==> src/rtl/bcd_display_scanner.sv <==
// Binary-to-BCD converter (shift-and-add-3) feeding a 4-digit multiplexed display scanner.
// The display register is updated only on commit; the scan runs freely from its own prescaler.
module bcd_display_scanner #(
  parameter int unsigned SCAN_DIV   = 50000,
  parameter int unsigned SCAN_CNT_W = 16
) (
  input  logic       clk,
  input  logic       rst_n,
  input  logic [9:0] value,
  input  logic       load,
  input  logic       blank_lz,
  output logic       busy,
  output logic       done,
  output logic [3:0] anode,
  output logic [3:0] selected_digit_data
);

  typedef enum logic [1:0] {StIdle, StConvert, StCommit} state_e;

  state_e state_q, state_d;

  logic [9:0]  shift_q, shift_d;
  logic [15:0] scratch_q, scratch_d;
  logic [15:0] adjusted;
  logic [3:0]  step_q, step_d;
  logic [15:0] disp_q, disp_d;
  logic        done_q, done_d;

  logic [SCAN_CNT_W-1:0] cnt_q, cnt_d;
  logic [1:0]            idx_q, idx_d;
  logic                  blank_q, blank_d;
  logic [3:0]            anode_q, anode_d;
  logic [3:0]            sel_q, sel_d;
  logic                  wrap;
  logic [3:0]            zero_above;
  logic                  blanked;

  // FSM state register
  always_ff @(posedge clk or negedge rst_n) begin
    if (!rst_n) begin
      state_q <= StIdle;
    end else begin
      state_q <= state_d;
    end
  end

  // FSM next-state logic
  always_comb begin
    state_d = state_q;
    unique case (state_q)
      StIdle:    if (load) state_d = StConvert;
      StConvert: if (step_q == 4'd9) state_d = StCommit;
      StCommit:  state_d = StIdle;
      default:   state_d = StIdle;
    endcase
  end

  // FSM outputs; done is registered so it coincides with the new display contents
  always_comb begin
    busy   = (state_q != StIdle);
    done_d = (state_q == StCommit);
  end

  assign done = done_q;

  always_comb begin
    for (int i = 0; i < 4; i++) begin
      adjusted[4*i +: 4] = (scratch_q[4*i +: 4] >= 4'd5) ? scratch_q[4*i +: 4] + 4'd3
                                                          : scratch_q[4*i +: 4];
    end
  end

  always_comb begin
    shift_d   = shift_q;
    scratch_d = scratch_q;
    step_d    = step_q;
    disp_d    = disp_q;
    unique case (state_q)
      StIdle: begin
        if (load) begin
          shift_d   = value;
          scratch_d = '0;
          step_d    = '0;
        end
      end
      StConvert: begin
        {scratch_d, shift_d} = {adjusted[14:0], shift_q, 1'b0};
        step_d               = step_q + 4'd1;
      end
      StCommit: disp_d = scratch_q;
      default: ;
    endcase
  end

  always_ff @(posedge clk or negedge rst_n) begin
    if (!rst_n) begin
      shift_q   <= '0;
      scratch_q <= '0;
      step_q    <= '0;
      disp_q    <= '0;
      done_q    <= 1'b0;
    end else begin
      shift_q   <= shift_d;
      scratch_q <= scratch_d;
      step_q    <= step_d;
      disp_q    <= disp_d;
      done_q    <= done_d;
    end
  end

  // Scan outputs are computed from next-state values so they track a commit on the same edge
  always_comb begin
    wrap    = (cnt_q == SCAN_CNT_W'(SCAN_DIV - 1));
    cnt_d   = wrap ? '0 : cnt_q + SCAN_CNT_W'(1);
    idx_d   = wrap ? idx_q + 2'd1 : idx_q;
    blank_d = wrap ? blank_lz : blank_q;

    zero_above[3] = (disp_d[15:12] == 4'd0);
    zero_above[2] = zero_above[3] & (disp_d[11:8] == 4'd0);
    zero_above[1] = zero_above[2] & (disp_d[7:4] == 4'd0);
    zero_above[0] = zero_above[1] & (disp_d[3:0] == 4'd0);

    blanked = blank_d && (idx_d != 2'd0) && zero_above[idx_d];
    sel_d   = disp_d[{idx_d, 2'b00} +: 4];
    anode_d = blanked ? 4'b1111 : ~(4'b0001 << idx_d);
  end

  always_ff @(posedge clk or negedge rst_n) begin
    if (!rst_n) begin
      cnt_q   <= '0;
      idx_q   <= '0;
      blank_q <= 1'b0;
      anode_q <= 4'b1110;
      sel_q   <= '0;
    end else begin
      cnt_q   <= cnt_d;
      idx_q   <= idx_d;
      blank_q <= blank_d;
      anode_q <= anode_d;
      sel_q   <= sel_d;
    end
  end

  assign anode               = anode_q;
  assign selected_digit_data = sel_q;

endmodule
==> config.mk <==
export PLATFORM = sky130hd
export DESIGN_NAME = bcd_display_scanner
export DESIGN_NICKNAME = d
export VERILOG_FILES = /design/src/rtl/bcd_display_scanner.sv
export SDC_FILE = /design/constraint.sdc
export NUM_CORES = 1
export LEC_CHECK = 0
export ABC_AREA = 0
export CORE_MARGIN = 10
export CORE_UTILIZATION = 59
export DETAILED_ROUTE_END_ITERATION = 6
export PLACE_DENSITY_LB_ADDON = 0.12
export SLEW_MARGIN = 20
export SYNTH_ARGS = -nofsm -noshare
export SYNTH_HDL_FRONTEND = slang
export SYNTH_SLANG_ARGS = --single-unit
==> constraint.sdc <==
create_clock -name clk -period 2.6 [get_ports clk]
set_clock_uncertainty 0.05 [all_clocks]
set_input_delay 0.65 -clock clk [delete_from_list [all_inputs] [get_ports clk]]
set_output_delay 0.65 -clock clk [all_outputs]
set_load 0.005 [all_outputs]
== Word level (Yosys, flattened, before mapping) ==
Cells that the tools add are included.
Widths: inputs -> output; s select.
Word-level totals
  output and inout port bits: 10
  flip-flop bits (word level): 76
  input bits: 14
Operators by class
  reduce and logical (&&, ||, !) cells: 12
  shift operators: 2
  $lt $le $gt $ge: 5
  bitwise gates (word level): 4
  multiplexer cells: 20
  eq/ne operators: 6
  add/sub/neg operators: 7
Operators by type and width (number)
  $mux 16: 3
  $pmux 16 s2: 1
  $mux 4: 5
  $pmux 10 s2: 1
  $add 16x1->16 const B: 1
  $eq 16x16->1 const B: 1
  $ge 4x3->1 const B: 4
  $logic_not 4->1: 4
  $shiftx 16x5->4: 1
  $add 4x2->4 const B: 3
  $mux 10: 1
  $pmux 4 s2: 1
  $mux 2: 3
  $reduce_bool 2->1: 3
  $add 4x1->4 const B: 1
  $eq 4x4->1 const B: 1
  $ne 2x2->1 const B: 2
  $not 4->4: 1
  $pmux 2 s2: 1
  $reduce_and 2->1: 2
  $shl 1x2->4 const A: 1
  $add 3x2->3 const B: 1
  $and 1x1->1: 3
  $lt 2x3->1 const B: 1
  8 further kinds: 10

== Depth between registers and ports, before layout ==
  depth after elaboration: 10
  depth in mapped cells: 8

== Worst setup path after synthesis ==
OpenSTA, ideal clock, no wires.
  path type: flip-flop to flip-flop
  start: reg cnt_q[0]
  end: reg sel_q[1] (netlist: selected_digit_data[1])
  cell stages (with the launch flop): 8
  library setup time: 0.111 ns
  path buffers: 2
  path slack: 0.752 ns
  data arrival time: 1.687 ns
  path through: dfrtp_1 > ha_1 > and3_2 > clkbuf_2 > nand4_2 > buf_6 > mux2i_1 > a2111oi_2
Between the ends
  cells in the longest elaborated chain, start to end: 3
Ends and longest elaborated chain
  start, declared: line 29  | logic [SCAN_CNT_W-1:0] cnt_q, cnt_d;
  start signal, assigned: line 136  | cnt_q <= cnt_d;
  $eq 16x16->1: line 113  | wrap = (cnt_q == SCAN_CNT_W'(SCAN_DIV - 1));
  $mux 2: line 115  | idx_d = wrap ? idx_q + 2'd1 : idx_q;
  $shiftx 16x5->4: line 124  | sel_d = disp_d[{idx_d, 2'b00} +: 4];
  named net sel_d[1]: line 33  | logic [3:0] sel_q, sel_d;
  end signal, assigned: line 140  | sel_q <= sel_d;
  end, declared: line 33
The timed path passes the listed nets, and every way through them passes these cells.
A chain may end at the register's enable or synchronous reset.

== Worst setup path in the final report ==
  start: reg state_q[1]
  end: out busy
Between the ends
  cells in the longest elaborated chain, start to end: 1
Ends and longest elaborated chain
  start, declared: line 20  | state_e state_q, state_d;
  start signal, assigned: line 41  | state_q <= StIdle;
  start signal, assigned: line 43  | state_q <= state_d;
  $reduce_bool 2->1: line 60  | busy = (state_q != StIdle);
  end, declared: line 12  | output logic busy,
Every way passes these cells.

==> qor.txt <==
VDD IR max -> 0.000564 V
Final Setup Violations -> 0
sequential share of power -> 43.4%
initial antenna violation count -> 0
Tot GR Track Use -> 16.3%
top post-synthesis cells by count -> 73 x dfrtp_1, 32 x nor2_1, 30 x o21ai_0
outcome -> finished, final reports clean
DRT iter0 DRCs -> 120
synth warn -> 0
CP peak stage delay -> 0.53 ns
Antenna Cells -> 0
cts repair resizes -> 0
area grow syn2layout -> 12.2%
Post-Synth Simple-Gate Area -> 17.5%
number of global-route vias before repair -> 2945
sw frac -> 35.3%
Synth Area per Inst -> 10.2 sq um
asr flop ratio synth -> 100%
total chip power -> 4.30 mW
hold_buf cts -> 0
Pleak -> 1.95 nW
worst slew pin tran -> 0.649 ns
FF-to-FF path depth -> 5
Rows -> 29
Synth Area in Adders -> 3.49%
CP max-delay cell -> dfrtp_1
post-synthesis net count -> 411
library cells used by synthesis -> 47
Fillers -> 492
Yosys top cell by area -> dfrtp_1
xor/xnor share of the synthesized area -> 5.13%
Final Net Count -> 428
clock tree from TritonCTS -> built
Die H -> 102 microns
final slew viol count -> 0
Final Hold Fails -> 0
Setup crit start kind -> flip-flop
Post-Route WL -> 7880 microns
CTS H-tree lvls -> 3
CP cell instances -> or2_2 > clkdlybuf4s50_1
detailed placer's ending HPWL -> 5380 microns
starting density of the core -> 61.5%
largest net degree at the start of global routing -> 77
vias per cell -> 5.97
Die X -> 102 microns
Die Area -> 0.0104 sq mm
Area contributors post-synth -> dfrtp_1 46%, o21ai_0 3.8%, ha_1 3.5%
clk slew on worst S/H paths -> 0.08 ns
worst reg-to-reg setup slack -> 0.41 ns
share of the synthesized area in the top cell type -> 46.3%
count leader, synth -> dfrtp_1
post-synthesis mux area share -> 6.50%
first-pass GRT wire length -> 13700 microns
DRC errors left -> 0
EDFF count, synth -> 0
Antenna Nets Post-Route -> 0
GP Congestion -> 0.766
Reg2Reg Launch Point -> cnt_q[0]
I/O pin total -> 24
Setup Buffers After CTS -> 0
Comb pwr share -> 33.5%
WS Path Type -> flip-flop to output pin
DR vias -> 2894
Tcrit/Tclk final -> 92.3%
Critical Path Fanout Max -> 13
Int Pwr -> 2.79 mW
largest family of logic cells by synthesized area -> simple AND/OR/NAND/NOR gates
Seq cells post-synth -> 76
Hold Crit Class -> input port to asynchronous set/reset pin
RSZ-0062 raised after global routing -> false
cts bufs inserted -> 9
Pwr Density -> 971 mW/mm^2
ratio of cells with drive above 1 in the final layout -> 12.0%
GRT overflow -> 0
Worst EP required -> 1.90 ns
core area -> 0.00642 sq mm
Mapped Cells -> 386
CP arrival -> 1.70 ns
Root Driver -> clkbuf_8
clock latency on the worst-skew pair -> 0.35 ns
sequential area share after synthesis -> 48.3%
Final min period -> 2.40 ns
Syn Std Cell Area -> 0.00395 sq mm
crit end category -> output pin
FMAX -> 417 MHz
total clock sinks -> 76
Max-slew headroom -> 56.6%
R2R Path End -> anode[2]
Max-Cap Viols -> 0
TritonRoute pass-1 iters -> 5
top_reg_cell synth -> dfrtp_1
wire per inst -> 16.2 microns
Synth Area in Compound Gates -> 14.0%
Clock power frac -> 23.2%
TNS Setup -> 0 ns
CTS Buffer Depth -> 2
port bufs -> 23
Switching Power -> 1.52 mW
power by group through the flow:
stage	Sequential, mW	Clock, mW	Combinational (mW)
after floorplan	1.77	0	1.12
final	1.87	0.996	1.44
after global placement	1.87	0	1.37
after CTS	1.87	1.00	1.46
after global routing	1.92	1.05	1.65
after detailed placement	1.88	0	1.44
cell usage in the layout, fill, tap and decap left out, drive strengths merged, types with 7 or more instances in the layout:
cell / count
o22ai: 9
xnor2: 11
mux2i: 11
dfrtp: 73
ha: 11
clkdlybuf4s50: 22
buf: 8
o211ai: 17
nand2: 28
a21oi: 7
xor2: 10
o31ai: 9
nand3b: 8
nand3: 22
inv: 21
clkbuf: 11
nor2: 32
o21ai: 30
through the flow:
step	setup WS (ns)	utilization, %	cells	hold slack (ns)	cell area [sq um]
CTS	0.185	69.0	485	0.276	4430
global placement	0.452	65.6	469	0.410	4220
floorplan	0.752	-	386	0.304	3950
global route	0.133	69.0	485	0.287	4430
detailed placement	0.386	65.6	469	0.425	4220
finish	0.200	69.0	485	0.248	4430
layer usage:
layer | wire, microns | GRT usage (%)
met3 | 413 | 3.17
met2 | 3640 | 26.0
met4 | 163 | 7.38
met5 | 0 | 0
met1 | 3660 | 21.1
worst max path at each step:
| stage | from | to |
|---|---|---|
| after floorplan | cnt_q[0] | selected_digit_data[1] |
| after global placement | load | scratch_q[7] |
| after detailed placement | cnt_q[0] | anode[2] |
| after CTS | state_q[1] | busy |
| after global routing | state_q[1] | busy |
| final | state_q[1] | busy |
final cells by class:
class	count	area [sq um]	area share (%)
Clock inverter	5	75.1	1.69
Sequential cell	76	1910	43.0
Tap cell	77	96.3	2.17
Timing Repair Buffer	30	293	6.61
Clock buffer	11	141	3.19
Multi-Input combinational cell	265	1840	41.5
Inverter	21	81.3	1.84
worst max-delay path, delay by kind of cell, from the launching register on:
kind | cells | cell delay, ns
flops | 1 | 0.53
buf+inv | 1 | 0.46
simple gates | 1 | 0.37
cell families after synthesis:
group,count (synthesis)
flip-flops,76
adder cells (fa/ha/maj),11
XOR/XNOR,21
AO/OA/AOI/OAI,82
multiplexers,20
buffers and inverters,45
AND/OR/NAND/NOR,131
registers in the layout, indices dropped and copies added (netlist names):
| signal | cells |
|---|---|
| cnt_q | 16 |
| disp_q | 16 |
| scratch_q | 16 |
| shift_q | 10 |
| anode | 4 |
| selected_digit_data | 4 |
| step_q | 4 |
| idx_q | 2 |
| state_q | 2 |
| blank_q | 1 |
| done | 1 |
Power figures use the tool's default switching activity.
